## config.mk

```make
export PLATFORM = sky130hd
export DESIGN_NAME = shared_reg_arb
export DESIGN_NICKNAME = d
export VERILOG_FILES = /design/src/rtl/shared_reg_pkg.sv /design/src/rtl/base_reg.sv /design/src/rtl/shared_reg_arb_rr_sel.sv /design/src/rtl/shared_reg_arb.sv
export SDC_FILE = /design/constraint.sdc
export NUM_CORES = 1
export LEC_CHECK = 0
export ABC_AREA = 1
export BUFFER_PORTS_ARGS = -buffer_cell sky130_fd_sc_hd__buf_2
export CAP_MARGIN = 20
export CELL_PAD_IN_SITES_DETAIL_PLACEMENT = 1
export CELL_PAD_IN_SITES_GLOBAL_PLACEMENT = 2
export CORE_AREA = 10 10 84 86
export CTS_BUF_LIST = sky130_fd_sc_hd__clkbuf_4
export DETAILED_ROUTE_END_ITERATION = 6
export DIE_AREA = 0 0 94 96
export PLACE_DENSITY = 0.8
export SLEW_MARGIN = 20
export SYNTH_ARGS = -nofsm -noshare
export SYNTH_HDL_FRONTEND = slang
export SYNTH_SLANG_ARGS = --single-unit
export TNS_END_PERCENT = 100
```

## constraint.sdc

```tcl
create_clock -name clk -period 2.9 [get_ports clk]
set_input_delay 0.29 -clock clk [delete_from_list [all_inputs] [get_ports clk]]
set_output_delay 0.29 -clock clk [all_outputs]
set_load 0.01 [all_outputs]
```

## src/rtl/shared_reg_pkg.sv

```systemverilog
// Shared definitions for the shared-register write arbiter: index width helper,
// FSM state encoding and default parameter values.
package shared_reg_pkg;

    localparam int unsigned DEF_N_REQ = 4;
    localparam int unsigned DEF_WID   = 8;

    typedef enum logic [0:0] {
        ST_ARB    = 1'b0,
        ST_LOCKED = 1'b1
    } shreg_state_e;

    // Width of a requester index; at least one bit so N_REQ=1 would still elaborate
    function automatic int unsigned IDX_W(input int unsigned n);
        return (n <= 2) ? 1 : $clog2(n);
    endfunction

endpackage

```

## src/rtl/base_reg.sv

```systemverilog
// Enable-loaded storage register with asynchronous active-low reset to zero.
module base_reg #(
    parameter int unsigned WID = 8
) (
    input  logic           clk,
    input  logic           rst_n,
    input  logic           en,
    input  logic [WID-1:0] data_in,
    output logic [WID-1:0] data_out
);

    // Load on enable, clear on reset
    always_ff @(posedge clk or negedge rst_n) begin
        if (!rst_n) begin
            data_out <= '0;
        end else if (en) begin
            data_out <= data_in;
        end
    end

endmodule

```

## src/rtl/shared_reg_arb_rr_sel.sv

```systemverilog
// Combinational rotate-priority selector: picks the first set request bit starting
// at ptr and wrapping, returning a one-hot grant plus its index.
module rr_sel #(
    parameter int unsigned N_REQ = 4,
    parameter int unsigned IW    = 2
) (
    input  logic [N_REQ-1:0] req,
    input  logic [IW-1:0]    ptr,
    output logic [N_REQ-1:0] gnt,
    output logic [IW-1:0]    idx,
    output logic             any
);

    logic [IW-1:0] cand;

    // Scan ptr, ptr+1, ... with wrap; first hit wins
    always_comb begin
        gnt  = '0;
        idx  = '0;
        any  = 1'b0;
        cand = '0;
        for (int unsigned k = 0; k < N_REQ; k++) begin
            cand = IW'((32'(ptr) + k) % N_REQ);
            if (!any && req[cand]) begin
                any       = 1'b1;
                gnt[cand] = 1'b1;
                idx       = cand;
            end
        end
    end

endmodule

```

## src/rtl/shared_reg_arb.sv

```systemverilog
// Round-robin write arbiter in front of one shared base_reg. Reports the last
// writer and pulses wr_pulse the cycle after each write lands.
// Optional feature: define SHREG_LOCK_EN to add req_lock and the ARB/LOCKED FSM
// that lets one requester hold exclusive ownership of the register.
module shared_reg_arb
    import shared_reg_pkg::*;
#(
    parameter int unsigned N_REQ = DEF_N_REQ,
    parameter int unsigned WID   = DEF_WID
) (
    input  logic                      clk,
    input  logic                      rst_n,
    input  logic                      clr,
    input  logic [N_REQ-1:0]          req_vld,
    input  logic [N_REQ*WID-1:0]      req_data,
`ifdef SHREG_LOCK_EN
    input  logic [N_REQ-1:0]          req_lock,
`endif
    output logic [N_REQ-1:0]          req_rdy,
    output logic [WID-1:0]            data_out,
    output logic                      data_vld,
    output logic                      wr_pulse,
    output logic [IDX_W(N_REQ)-1:0]   wr_src
);

    localparam int unsigned IW = IDX_W(N_REQ);

    logic [IW-1:0]    ptr_q, ptr_d;
    logic [IW-1:0]    g_idx;
    logic [N_REQ-1:0] req_eff, gnt;
    logic             g_any, transfer;
    logic [WID-1:0]   mux_data, reg_din;
    logic             reg_en;
    logic             vld_q, pulse_q;
    logic [IW-1:0]    src_q;

    function automatic logic [IW-1:0] nxt_idx(input logic [IW-1:0] i);
        return (i == IW'(N_REQ - 1)) ? '0 : i + 1'b1;
    endfunction

`ifdef SHREG_LOCK_EN
    shreg_state_e  state_q, state_d;
    logic [IW-1:0] owner_q, owner_d;
    logic          owner_drop;

    // While locked, only the owner's request is visible to the selector
    always_comb begin
        req_eff = req_vld;
        if (state_q == ST_LOCKED) begin
            req_eff = req_vld & (N_REQ'(1) << owner_q);
        end
    end

    assign owner_drop = (state_q == ST_LOCKED) && !req_vld[owner_q] && !clr;

    // Lock FSM next state; clr freezes it so a lock survives a clear
    always_comb begin
        state_d = state_q;
        owner_d = owner_q;
        unique case (state_q)
            ST_ARB: begin
                if (transfer && req_lock[g_idx]) begin
                    state_d = ST_LOCKED;
                    owner_d = g_idx;
                end
            end
            ST_LOCKED: begin
                if ((transfer && !req_lock[g_idx]) || owner_drop) begin
                    state_d = ST_ARB;
                end
            end
            default: state_d = ST_ARB;
        endcase
    end

    // Lock FSM state register
    always_ff @(posedge clk or negedge rst_n) begin
        if (!rst_n) begin
            state_q <= ST_ARB;
            owner_q <= '0;
        end else begin
            state_q <= state_d;
            owner_q <= owner_d;
        end
    end
`else
    assign req_eff = req_vld;
`endif

    rr_sel #(
        .N_REQ (N_REQ),
        .IW    (IW)
    ) u_rr_sel (
        .req (req_eff),
        .ptr (ptr_q),
        .gnt (gnt),
        .idx (g_idx),
        .any (g_any)
    );

    assign req_rdy  = clr ? '0 : gnt;
    assign transfer = g_any && !clr;
    assign mux_data = req_data[32'(g_idx) * WID +: WID];
    assign reg_en   = transfer || clr;
    assign reg_din  = clr ? '0 : mux_data;

    // Pointer advances past the last writer; a dropped lock resumes after the owner
    always_comb begin
        ptr_d = ptr_q;
        if (transfer) begin
            ptr_d = nxt_idx(g_idx);
        end
`ifdef SHREG_LOCK_EN
        else if (owner_drop) begin
            ptr_d = nxt_idx(owner_q);
        end
`endif
    end

    // Pointer and status flops
    always_ff @(posedge clk or negedge rst_n) begin
        if (!rst_n) begin
            ptr_q   <= '0;
            vld_q   <= 1'b0;
            pulse_q <= 1'b0;
            src_q   <= '0;
        end else begin
            ptr_q   <= ptr_d;
            pulse_q <= transfer;
            if (clr) begin
                vld_q <= 1'b0;
            end else if (transfer) begin
                vld_q <= 1'b1;
                src_q <= g_idx;
            end
        end
    end

    base_reg #(
        .WID (WID)
    ) u_base_reg (
        .clk      (clk),
        .rst_n    (rst_n),
        .en       (reg_en),
        .data_in  (reg_din),
        .data_out (data_out)
    );

    assign data_vld = vld_q;
    assign wr_pulse = pulse_q;
    assign wr_src   = src_q;

endmodule

```

# Word-level counts from Yosys, hierarchy flattened
# Cells that the tools add are included.
# W data, S select, Z words.
# word_totals
regBits	14
input_bits	39
out_inout_bits	16
word_cells	71
# classes
addsub	4
magnitude_cmp	8
eq_ne	1
n_shift	1
mux	33
n_bitwise	4
n_reduce_logical	15
# ops
operator	n
$shiftx A32 B6 Y8	1
$mux W4	5
$mux W1	14
$lt A2 B3 Y1 const B	4
$or A4 B4 Y4	3
$mux W2	5
$bmux W1 S2	4
$demux W1 S2	4
$ge A2 B1 Y1 const B	4
$logic_and A1 B1 Y1	8
$mux W8	1
$add A2 B1 Y2 const B	2
$add A2 B2 Y2 const B	2
$logic_not A1 Y1	4
$eq A2 B2 Y1 const B	1
$reduce_and A2 Y1	1
$reduce_bool A2 Y1	1
$logic_or A1 B1 Y1	1
$not A1 Y1	1

# Logic depth before layout (Yosys ltp)
# depth
depth_word	15
mapped_depth	16
mapped_depth_nobuf	15

# By module
# A second synthesis with hierarchy kept.
# unflattened
hier_cells	234
hier_area_um2	1446.4
# modules_own_cells
mod	n_inst	cells_each	area_each_um2	seq_area_each_um2
shared_reg_arb	1	126	700.7	150.1
rr_sel	1	74	440.4	0.0
base_reg	1	34	305.3	200.2

# Least setup slack after synthesis
# OpenSTA, ideal clock, no wires.
# synth_path
kind	register to register
from	register ptr_q[0]
to	register ptr_q[1]
setup_ps	131
arrival_time_ps	2253
required_ps	2769
slack_ps	516
stages_incl_launch_ff	17
path_buffers	1
period_less_slack_ps	2384
path_cell_list	dfrtp_1 inv_2 ha_1 inv_1 nand3_1 nand2_2 inv_2 nor2_4 nand2_1 nand2_1 nand2_1 nand2_2 buf_6 inv_2 ha_1 nand2_1 o21ai_0
# synth_between
elab_chain_cells	14
# synth_rtl
element	line_no	source
start: declaration	shared_reg_arb.sv:28	logic [IW-1:0] ptr_q, ptr_d;
start signal: assignment	shared_reg_arb.sv:128	ptr_q <= ptr_d;
parallel branches: the longest is 11 deep, another holds $add A2 B1 Y2	--	
$mux W2 (*)	shared_reg_arb_rr_sel.sv:24	if (!any && req[cand]) begin
via g_idx[0]	shared_reg_arb.sv:29	logic [IW-1:0] g_idx;
$add A2 B1 Y2 / $eq A2 B2 Y1 (equally long branches)	shared_reg_arb.sv:38	return (i == IW'(N_REQ - 1)) ? '0 : i + 1'b1;
$mux W2 (*)	shared_reg_arb.sv:38	
# Mark *: on every way through the listed nets, which the timed path passes. The select of a mux whose other input is x is not followed.
# A chain may end at the register's enable or synchronous reset.

# Final worst setup path
# layout_path
from	register ptr_q[1]
to	output port req_rdy[1]
# layout_between
elab_chain_cells	13
# layout_rtl
element	line_no	source
parallel branches: the longest is 11 deep, another holds $lt A2 B3 Y1	--	
$mux W4 (*)	shared_reg_arb_rr_sel.sv:24	
$mux W4 (*)	shared_reg_arb.sv:101	assign req_rdy = clr ? '0 : gnt;
end: declaration	shared_reg_arb.sv:19	output logic [N_REQ-1:0] req_rdy,
# Mark *: on every way between the ends. The select of a mux whose other input is x is not followed.

==> results.yml <==
floorplanning:
  die-height_um: 96
  die_x_um: 94
  core_area_mm2: 0.005405
  initial_core_util_pct: 24.38
  design.portCount: 55
  die-area_mm2: 0.009024
  row_count: 27
cts:
  htree_levels: 1
  cts_buffers: 3
  cts_tree: "done"
  root_buffer: "clkbuf_4"
  cts.sinks: 14
  clkTransAtPathRegs_ns: 0.08
  insertion_delay_ns: 0.27
  clk_path_buf_depth: 2
sta:
  period_share_pct: 92.61
  max_slew_margin_pct: 74.98
  clock.fmax_mhz: 372.4
  setup-violations-final: 0
  finClkSkew_ns: 0.001069
  fin_ws_ns: 0.2144
  tns_ns: 0
  min_period_ns: 2.686
  tightest_slew_ns: 0.3749
  slew_viol_final: 0
  hold_violations: 0
setup_path:
  path_class: "reg -> out"
  r2r_cells: 15
  path_buf_inv: 5
  crit_family: "buffers and inverters"
  r2r_end: "ptr_q[1]"
  crit_path_max_fanout: 8
  rrSetupSlack_ns: 0.29
  slowest_delay_ns: 0.47
  crit_required_ns: 2.61
  end_kind: "output port"
  critPathArrivalTime_ns: 2.40
  crit_path_frequent_cell: "inv_1"
  cp_cell_sequence: "clkinvlp_4 > ha_1 > inv_1 > nand3_1 > nand2_2 > inv_2 > nor2_4 > nand3_4 > o21ai_0 > nand2_1 > inv_1 > buf_2"
  r2r_start: "ptr_q[1]"
  cp_slowest_cell: "dfrtp_2"
  start_kind: "flop"
grt:
  grt_pass1_vias: 1610
  grt_usage_pct: 10.04
  grt_pass1_wl_um: 7445
  grtUsageMet1_pct: 11.93
  grt_busiest_layer: "met2"
  use_met3_pct: 3.813
  grtUsageMet2_pct: 17.34
  overflow: 0
  grt_max_degree: 15
  antenna_found_initial: 0
detailed_routing:
  routedWlPerCell_um: 12.88
  vias: 1493
  routed_wl_um: 4368
  drt_iter0_drc: 34
  ant_nets: 0
  drt_first_pass_iters: 3
  drc: 0
  routed_via_density: 4.404
placed_design:
  portBuffers: 54
  place_congestion: 0.7997
  hpwl_um: 3756
  dp_slack_ns: 0.2678
power:
  cellPowerDensity_mw_per_mm2: 1302
  ir_drop_uv: 457.1
  p_leak_nw: 1.018
  p_total_mw: 2.312
synth:
  synth.top_cell.area_share_pct: 26.59
  syn_nets: 251
  yosys.cell_types.count: 27
  synth_seq_area_share_pct: 26.59
  synth_area_mm2: 0.001318
  synthTopCellsByArea: "dfrtp_1 (27%), nand2_1 (17%), nand3_1 (16%)"
  netlist_instances: 203
  synth_top_cell_by_area: "dfrtp_1"
  ys_warn_count: 0
  syn_avg_cell_area_um2: 6.490
  ys_seq_elements: 14
run_status:
  status: "finished, final reports clean"
min_path:
  hp-start: "req_data[15]"
  hp-class: "in -> reg"
  hold-path-cell-count: 4
  hold_end: "u_base_reg.data_out[7]"
final_layout:
  n_antenna_cell: 0
  drive_gt1_share_pct: 33.71
  nNetsFinal: 317
  area_growth_pct: 34.76
  fin_util_pct: 32.85
flow_run:
  maxCapViolCount: 0
-- per-stage QoR --
stage               std cells  cell area (um^2)  hold slack, ns
floorplan                 203              1318       -0.005591
global placement          330              1689          0.2076
detailed placement        330              1689          0.2093
CTS                       334              1727          0.3305
global route              339              1775          0.3554
finish                    339              1775          0.3343
-- power breakdown --
part / total, mW / internal [mW] / switching, mW
sequential: 0.344 / 0.285 / 0.0590
clock: 0.105 / 0.0481 / 0.0568
combinational: 1.86 / 0.688 / 1.17
-- tightest hold or removal path: cells and delay by family --
kind          cells  cell delay (ns)
simple gates      3             0.21
buf+inv           1             0.08
-- placed cells by master, fill, tap and decap left out, types with 2 or more instances in the layout --
| cell | Yosys | final |
|---|---|---|
| inv_2 | 4 | 4 |
| clkbuf_4 | 0 | 3 |
| nand2_2 | 6 | 6 |
| nand3_2 | 2 | 2 |
| o21ai_0 | 10 | 10 |
| buf_2 | 3 | 54 |
| buf_4 | 1 | 11 |
| nor2_1 | 4 | 4 |
| or2_0 | 2 | 2 |
| nand2_1 | 60 | 60 |
| dfrtp_1 | 14 | 13 |
| inv_1 | 27 | 26 |
| nand4_1 | 2 | 2 |
| ha_1 | 9 | 9 |
| nand3_1 | 41 | 41 |
| a21oi_1 | 6 | 6 |
-- registers in the layout (all words and copies together), names as in the netlist --
signal               flops
wr_pulse                 1
data_vld                 1
u_base_reg.data_out      8
ptr_q                    2
wr_src                   2
-- cell usage after synthesis (all sizes together) --
master	n
nand2	67
nand3	44
inv	31
dfrtp	14
o21ai	11
ha	9
a21oi	7
nor2	6
buf	5
or2	3
nand4	2
a21boi	1
nor3	1
o21a	1
o22ai	1
-- per-layer routing --
metal	wire length [um]	part of all wire, %
met1	1976	45
met2	2109	48
met3	270	6.2
met4	11	0.25
met5	0	0
-- cell families after synthesis --
kind of cell | synth area share (%)
AOI/OAI and AO/OA | 9.023
adders and majority gates | 8.547
DFF | 26.59
and+or+nand+nor | 44.45
buffers and inverters | 11.40
-- layout make-up --
class / instances / area [um^2]
clock buffer: 3 / 22.52
fill: 728 / 3630
inverter: 31 / 120.1
multi-input combinational: 153 / 828.3
sequential: 14 / 351.6
tap: 72 / 90.09
timing repair buffer: 66 / 362.8
-- how the worst max path moves through the flow --
stage | slack [ns] | from | cells after the start | to
after floorplan | 0.52 | ptr_q[0] | 16 | ptr_q[1]
after global placement | 0.36 | ptr_q[1] | 12 | req_rdy[2]
after detailed placement | 0.27 | ptr_q[1] | 15 | ptr_q[1]
after CTS | 0.15 | ptr_q[1] | 12 | req_rdy[1]
after global routing | -0.02 | ptr_q[1] | 13 | req_rdy[2]
final | 0.21 | ptr_q[1] | 12 | req_rdy[1]
-- what timing repair did --
item | 4_1_cts | 5_1_grt
endpoints found under the setup margin | 2 | 4
hold endpoints to repair | 14 | 0
gates resized for setup | 1 | 3
setup buffers | 0 | 5
hold buffers | 1 | 0
No activity file was read; power rests on OpenSTA's default activity.
